==> src/rtl/uart_tx_feeder.sv <==
// Byte FIFO plus launch sequencer feeding a UART transmitter: buffers bytes,
// presents them one at a time with a registered one-cycle tx_Start pulse.
module uart_tx_feeder #(
    parameter int ADDR_W     = 4,
    parameter int GAP_CYCLES = 0
) (
    input  logic              sample_Clk,
    input  logic              reset,
    input  logic [7:0]        wr_Data,
    input  logic              wr_En,
    input  logic              tx_Done,
    output logic [7:0]        tx_Data,
    output logic              tx_Start,
    output logic              full,
    output logic              empty,
    output logic [ADDR_W:0]   count,
    output logic              busy,
    output logic              overflow
);

    localparam int DEPTH = 2 ** ADDR_W;
    localparam logic [ADDR_W:0] DEPTH_CNT = {1'b1, {ADDR_W{1'b0}}};
    localparam logic [7:0] GAP_LOAD = (GAP_CYCLES > 0) ? 8'(GAP_CYCLES - 1) : 8'd0;

    typedef enum logic [1:0] {IDLE, PULSE, WAIT, GAP} state_e;

    state_e              state_q, state_d;
    logic [7:0]          mem [DEPTH];
    logic [ADDR_W-1:0]   wr_ptr_q, wr_ptr_d;
    logic [ADDR_W-1:0]   rd_ptr_q, rd_ptr_d;
    logic [ADDR_W:0]     count_q, count_d;
    logic                full_q, empty_q;
    logic                overflow_q, overflow_d;
    logic [7:0]          tx_data_q, tx_data_d;
    logic                tx_start_q, tx_start_d;
    logic [7:0]          gap_q, gap_d;
    logic                wr_acc;
    logic                pop;

    // Storage has no reset: a reset discards contents by clearing the pointers.
    always_ff @(posedge sample_Clk) begin
        if (wr_acc) begin
            mem[wr_ptr_q] <= wr_Data;
        end
    end

    always_comb begin
        wr_acc     = wr_En && !full_q;
        wr_ptr_d   = wr_acc ? wr_ptr_q + 1'b1 : wr_ptr_q;
        overflow_d = overflow_q | (wr_En & full_q);
        unique case ({wr_acc, pop})
            2'b10:   count_d = count_q + 1'b1;
            2'b01:   count_d = count_q - 1'b1;
            default: count_d = count_q;
        endcase
    end

    always_comb begin
        state_d    = state_q;
        tx_start_d = 1'b0;
        tx_data_d  = tx_data_q;
        rd_ptr_d   = rd_ptr_q;
        gap_d      = gap_q;
        pop        = 1'b0;
        case (state_q)
            IDLE: begin
                if (!empty_q && tx_Done) begin
                    pop        = 1'b1;
                    tx_data_d  = mem[rd_ptr_q];
                    rd_ptr_d   = rd_ptr_q + 1'b1;
                    tx_start_d = 1'b1;
                    state_d    = PULSE;
                end
            end
            PULSE: begin
                state_d = WAIT;
            end
            WAIT: begin
                if (tx_Done) begin
                    if (GAP_CYCLES > 0) begin
                        state_d = GAP;
                        gap_d   = GAP_LOAD;
                    end else begin
                        state_d = IDLE;
                    end
                end
            end
            GAP: begin
                if (gap_q == '0) begin
                    state_d = IDLE;
                end else begin
                    gap_d = gap_q - 1'b1;
                end
            end
            default: begin
                state_d = IDLE;
            end
        endcase
    end

    always_ff @(posedge sample_Clk or posedge reset) begin
        if (reset) begin
            state_q    <= IDLE;
            wr_ptr_q   <= '0;
            rd_ptr_q   <= '0;
            count_q    <= '0;
            full_q     <= 1'b0;
            empty_q    <= 1'b1;
            overflow_q <= 1'b0;
            tx_data_q  <= 8'd0;
            tx_start_q <= 1'b0;
            gap_q      <= 8'd0;
        end else begin
            state_q    <= state_d;
            wr_ptr_q   <= wr_ptr_d;
            rd_ptr_q   <= rd_ptr_d;
            count_q    <= count_d;
            full_q     <= (count_d == DEPTH_CNT);
            empty_q    <= (count_d == '0);
            overflow_q <= overflow_d;
            tx_data_q  <= tx_data_d;
            tx_start_q <= tx_start_d;
            gap_q      <= gap_d;
        end
    end

    assign tx_Data  = tx_data_q;
    assign tx_Start = tx_start_q;
    assign full     = full_q;
    assign empty    = empty_q;
    assign count    = count_q;
    assign busy     = (state_q != IDLE);
    assign overflow = overflow_q;

endmodule

==> config.mk <==
export PLATFORM = sky130hd
export DESIGN_NAME = uart_tx_feeder
export DESIGN_NICKNAME = d
export VERILOG_FILES = /design/src/rtl/uart_tx_feeder.sv
export SDC_FILE = /design/constraint.sdc
export NUM_CORES = 1
export LEC_CHECK = 0
export ABC_AREA = 0
export CORE_UTILIZATION = 35
export DETAILED_ROUTE_END_ITERATION = 7
export PLACE_DENSITY = 0.57
export SLEW_MARGIN = 15
export SYNTH_ARGS = -nofsm -noshare
export SYNTH_HDL_FRONTEND = slang
export SYNTH_SLANG_ARGS = --single-unit
==> constraint.sdc <==
create_clock -name sample_Clk -period 3.9 [get_ports sample_Clk]
set_input_delay 0.585 -clock sample_Clk [delete_from_list [all_inputs] [get_ports sample_Clk]]
set_output_delay 0.585 -clock sample_Clk [all_outputs]
set_load 0.05 [all_outputs]
==> flow_summary.json, run 1 <==
{
  "fin_crit_sh_pct": 81.9,
  "post_cts_buffers": 0,
  "worstHoldPathType": "input pin to async pin",
  "drt_iter0_markers": 306,
  "place_congestion": 0.718,
  "power_density_nw_per_um2": 780,
  "final.setup.tns_ns": 0,
  "pre_cts_ws_ns": 0.335,
  "clk_pin_slew_ns": 0.06,
  "dr_total_vias": 3289,
  "cp-start-kind": "input pin",
  "port_buffers": 29,
  "crit_path_end_kind": "register",
  "hold_violations": 0,
  "ctsResizeCount": 0,
  "avgSynthCellArea_sq_um": 18.4,
  "p_leak_nw": 2.73,
  "cts_tree": "done",
  "setup_viol": 0,
  "dp_cells": 612,
  "cts_buffers": 17,
  "first_pass_iters": 4,
  "num_antenna_cells": 0,
  "clock-root-buffer": "clkbuf_16",
  "tightest_slew_ns": 1.03,
  "drc": 0,
  "clock_skew_ns": 0.00659,
  "status": "finished, final reports clean",
  "synth_edf_count": 128,
  "die_w_um": 140,
  "core_sq_um": 18600,
  "seq_area_frac_synth_pct": 70.9,
  "ys_async_sr_fraction_pct": 21.5,
  "hpwl_um": 8100,
  "grt_max_degree": 34,
  "viasPerCell": 5.11,
  "busiest_layer": "met2",
  "ant_nets": 0,
  "syn_to_final_growth_pct": 17.8,
  "clockBufferDepth": 2,
  "die_h_um": 140,
  "critPathRequiredTime_ns": 4.23,
  "groute.usage.overall_pct": 14.4,
  "stdcell_count": 644,
  "cp.arrival_ns": 3.53,
  "crit_type": "input pin to register",
  "grt_first_pass_wirelength_um": 20500,
  "die_area_sq_um": 19600,
  "drv_slew": 0,
  "synth_flop_cell": "edfxtp_1",
  "cts-hold-fix-buffers": 0,
  "grt_remaining_overflow": 0,
  "yosysTopAreaCellShare_pct": 57.7,
  "period_minus_slack_ns": 3.20,
  "synth_area_leader_cell": "edfxtp_1",
  "grt_antenna_before_repair": 0,
  "placed_area_sq_um": 7210,
  "pin_count": 30,
  "use_met3_pct": 3.04,
  "fill_cells": 1650,
  "syn_inst": 361,
  "ys_warn_count": 0,
  "syn_area_sq_um": 6660,
  "grt_pass1_vias": 3470,
  "initial_utilization_pct": 35.7,
  "wl_per_cell_um": 20.1,
  "clock_latency_ns": 0.42,
  "fmax_mhz": 313,
  "nets": 418,
  "synthTopCellsByArea": "edfxtp_1, dfrtp_1, mux4_2",
  "final_area_sq_um": 7840,
  "wl_um": 12900,
  "synth_nets": 382,
  "rsz0062_at_grt": "false",
  "use_met2_pct": 22.6,
  "worst_slack_ns": 0.705,
  "rows": 50,
  "synth_cell_types": 46,
  "cts_num_sinks": 163,
  "final_util_pct": 42.1,
  "grtUsageMet1_pct": 19.8,
  "final_layout_size_suffix_gt1_share_pct": 21.7,
  "cts-htree-levels": 4,
  "slew_headroom_pct": 31.5,
  "cp_max_fo": 23,
  "ys_ff_latch": 163,
  "cap_violations": 0,
  "ir_drop_mv": 0.334
}
flip-flops by register name, summed over array words and instances, names as in the netlist:
register,count
tx_Start,1
empty,1
full,1
count,5
mem,128
state_q,2
tx_Data,8
rd_ptr_q,4
gap_q,8
overflow,1
wr_ptr_q,4
per-layer routing:
layer  vias up  routed length, um
met1      1705               5870
met3        15                705
li1       1491                  -
met2        78               6150
met5         -                  0
met4         0                207
cell type report:
type / count / area [sq um] / share of cell area [%]
Timing Repair Buffer: 34 / 328 / 4.18
Tap cell: 234 / 293 / 3.73
Multi-Input combinational cell: 171 / 1810 / 23.1
Inverter: 10 / 50.0 / 0.638
Clock inverter: 14 / 206 / 2.63
Sequential cell: 163 / 4720 / 60.2
Clock buffer: 18 / 429 / 5.47
cells in the mapped netlist, types with 3 or more instances:
master,instances
edfxtp_1,128
dfrtp_1,34
mux4_2,32
and2_1,17
xnor2_1,14
nand2_1,12
nor3_1,12
clkbuf_1,10
ha_1,9
inv_1,9
mux2_2,9
mux2i_1,9
a221o_1,7
nor2_1,7
buf_2,4
xor2_1,4
a21oi_1,3
nand4_1,3
nor2b_1,3
o21ai_0,3
or3b_2,3
final timing paths:
kind,from,endpoint,slack (ns),cells past startpoint
worst max-delay path,tx_Done,empty$_DFF_PP1_,0.70,10
worst min-delay path,reset,gap_q[1]$_DFFE_PP0P_,0.37,2
worst max register to register,state_q[0]$_DFFE_PP0P_,empty$_DFF_PP1_,0.83,9
worst min register to register,overflow$_DFF_PP0_,overflow$_DFF_PP0_,0.46,1
max in group asynchronous,reset,empty$_DFF_PP1_,2.82,3
min in group sample_Clk,overflow$_DFF_PP0_,overflow$_DFF_PP0_,0.46,1
logic make-up after synthesis:
logic type / count (synthesis) / share of synthesized area, %
fa+ha+maj: 9 / 1.69
flops: 163 / 70.9
compound gates: 23 / 3.29
xor+xnor: 19 / 2.61
simple gates: 70 / 5.94
mux: 50 / 13.7
buf+inv: 27 / 1.84
worst max-delay path: stages:
cell and delay [ns]:
clkdlybuf4s50_1 0.47, or4b_1 0.57, buf_4 0.27, inv_1 0.09, ha_1 0.34, or3b_2 0.53, nor4_1 0.23, o31ai_1 0.12
o31a_1 0.13, nor3_1 0.18
through the flow:
stage	hold WS (ns)	power, W
3_5_place_dp	0.450	0.00441
4_1_cts	0.363	0.00618
3_3_place_gp	0.442	0.00437
6_report	0.374	0.00612
2_1_floorplan	0.435	0.00381
5_1_grt	0.399	0.00641
where the power goes:
| part | switching (W) | internal (W) | total (W) | leakage (nW) |
|---|---|---|---|---|
| sequential | 0.000355 | 0.00216 | 0.00251 | 1.59 |
| clock | 0.000688 | 0.00108 | 0.00177 | 0.308 |
| combinational | 0.000977 | 0.000857 | 0.00183 | 0.828 |
| total | 0.00202 | 0.00410 | 0.00612 | 2.73 |
placed cells by master, fill, tap and decap left out, types with 2 or more instances in the layout:
master,synthesis,routed
a21oi_1,3,3
a221o_1,7,7
and2_1,17,17
buf_4,1,5
bufinv_16,0,4
clkbuf_16,0,17
clkdlybuf4s50_1,0,29
clkinv_2,0,2
clkinv_4,0,3
clkinv_8,1,2
dfrtp_1,34,32
dfrtp_2,0,2
edfxtp_1,128,128
ha_1,9,9
inv_1,9,9
inv_8,0,2
mux2_2,9,9
mux2i_1,9,9
mux4_2,32,32
nand2_1,12,12
nand2b_1,2,2
nand4_1,3,3
nor2_1,7,7
nor2b_1,3,3
nor3_1,12,12
nor3b_1,2,2
o21ai_0,3,3
or3_1,2,2
or3b_2,3,3
xnor2_1,14,14
xor2_1,4,4
Power figures use the tool's default switching activity.
==> run 2: changes to the inputs <==
clock period = 3 ns   (was 3.9 ns; I/O delays follow)
==> flow_summary.json, run 2 (synthesis results as in run 1) <==
{
  "status": "finished, final reports clean",
  "cts_num_sinks": 163,
  "clock_skew_ns": 0.00939,
  "switchingPower_w": 0.00258,
  "grt_max_degree": 36,
  "die_w_um": 140,
  "cts_tree": "done",
  "clockBufferDepth": 2,
  "rows": 50,
  "final_util_pct": 42.4,
  "slew_headroom_pct": 58.2,
  "initial_utilization_pct": 35.7,
  "grt_antenna_before_repair": 0,
  "cap_violations": 0,
  "place_congestion": 0.700,
  "regMostFlops": "mem",
  "crit_type": "input pin to register",
  "post_cts_buffers": 0,
  "seqPwrFrac_pct": 38.6,
  "crit_path_end_kind": "register",
  "core_sq_um": 18600,
  "pwr-share-clk_pct": 27.4,
  "hold_violations": 0,
  "largest_reg_flops": 128,
  "syn_to_final_growth_pct": 18.7,
  "cp_max_fo": 2,
  "period_minus_slack_ns": 2.91,
  "ant_nets": 0,
  "cts_buffers": 17,
  "drt_iter0_markers": 216,
  "final_cell_mix": "edfxtp_1, dfrtp_1, mux4_2",
  "ctsResizeCount": 0,
  "cp.arrival_ns": 3.24,
  "clock_latency_ns": 0.42,
  "critPathSlowestCell": "or4b_1",
  "grt_first_pass_wirelength_um": 20500,
  "first_pass_iters": 4,
  "ir_drop_mv": 0.448,
  "grt_remaining_overflow": 0,
  "rsz0062_at_grt": "false",
  "final_layout_size_suffix_gt1_share_pct": 23.2,
  "clk_pin_slew_ns": 0.06,
  "die_h_um": 140,
  "groute.usage.overall_pct": 14.4,
  "setup_viol": 0,
  "tightest_slew_ns": 0.625,
  "critPathRequiredTime_ns": 3.33,
  "cp-start-kind": "input pin",
  "grt_pass1_vias": 3477,
  "fin_crit_sh_pct": 96.9,
  "wl_per_cell_um": 19.4,
  "power_density_nw_per_um2": 996,
  "die_area_sq_um": 19600,
  "p_leak_nw": 2.77,
  "power_w": 0.00787,
  "drv_slew": 0,
  "layout_commonest_cell": "edfxtp_1",
  "port_buffers": 29,
  "crit_chain": "clkdlybuf4s50_1 -> or4b_1 -> clkinv_8 -> nand2_1 -> xnor2_1 -> ha_1 -> or3b_2 -> nor4_1 -> o31ai_1 -> o31a_1 -> nor3_1",
  "num_antenna_cells": 0,
  "fmax_mhz": 344,
  "p_int_w": 0.00529,
  "drc": 0,
  "dr_total_vias": 3296,
  "swShare_pct": 32.8,
  "slowest_delay_ns": 0.59,
  "viasPerCell": 5.02,
  "cts-htree-levels": 4,
  "worstHoldPathType": "input pin to async pin",
  "clock-root-buffer": "clkbuf_16",
  "nets": 430,
  "hpwl_um": 7960,
  "cts-hold-fix-buffers": 0,
  "pin_count": 30,
  "pwr-share-comb_pct": 34.0,
  "wl_um": 12700
}
run 2: cell count changes in the layout (fill, tap and decap cells not counted), sizes merged:
cell	before	now
clkbuf	18	23
buf	5	17
clkinv	8	1
clkinvlp	1	3
inv	11	13
bufinv	4	2
run 2: worst max-delay path: cells and delay by family:
kind | cells | cell delay [ns]
XOR/XNOR | 1 | 0.14
adder cells (fa/ha/maj) | 1 | 0.30
AND/OR/NAND/NOR | 5 | 1.54
buffers and inverters | 2 | 0.55
AO/OA/AOI/OAI | 2 | 0.25
run 2: per-layer routing:
metal,track usage [%],vias to the layer above,share of wire [%]
met5,0,-,0
met4,4.51,0,1.3
met3,3.56,14,3.2
met2,22.3,61,49
met1,20.1,1708,47
li1,-,1513,-
run 2: final timing paths:
| path | startpoint | to | slack, ns | cells past startpoint |
|---|---|---|---|---|
| max | tx_Done | empty$_DFF_PP1_ | 0.09 | 11 |
| min | reset | gap_q[0]$_DFFE_PP0P_ | 0.44 | 3 |
| max reg2reg | state_q[0]$_DFFE_PP0P_ | empty$_DFF_PP1_ | 0.15 | 10 |
| min reg2reg | gap_q[7]$_DFFE_PP0P_ | gap_q[7]$_DFFE_PP0P_ | 0.47 | 1 |
| max in group asynchronous | reset | rd_ptr_q[0]$_DFFE_PP0P_ | 2.21 | 3 |
| min in group sample_Clk | gap_q[7]$_DFFE_PP0P_ | gap_q[7]$_DFFE_PP0P_ | 0.47 | 1 |
run 2: through the flow:
step	cells	setup TNS [ns]	hold slack, ns	setup WS (ns)	instance area (sq um)
3_3_place_gp	624	-0.387	0.443	-0.197	7310
3_5_place_dp	624	-0.520	0.452	-0.261	7310
6_report	656	0	0.438	0.0940	7900
5_1_grt	656	0	0.494	0.00275	7900
2_1_floorplan	361	0	0.435	0.0937	6660
4_1_cts	656	0	0.448	0.136	7900
run 2: power groups by stage:
stage,Sequential [W],Clock [W],Combinational [W]
floorplan,0.00337,0,0.00158
global placement,0.00307,0,0.00268
global route,0.00307,0.00229,0.00290
detailed placement,0.00308,0,0.00271
finish,0.00303,0.00216,0.00267
CTS,0.00304,0.00220,0.00273
run 2: layout make-up:
cell class / instances / area (sq um)
clock buffers: 23 / 468
clock inverters: 9 / 123
fillers: 1659 / 10700
inverters: 10 / 50.0
multi-input cells: 171 / 1810
flip-flops and latches: 163 / 4720
well taps: 234 / 293
repair buffers: 46 / 430
==> run 3: changes to the inputs <==
GPL_ROUTABILITY_DRIVEN = 1   (was unset)
==> results of run 3 <==
No change in the layout: final DEF, timing and power equal those of run 2.
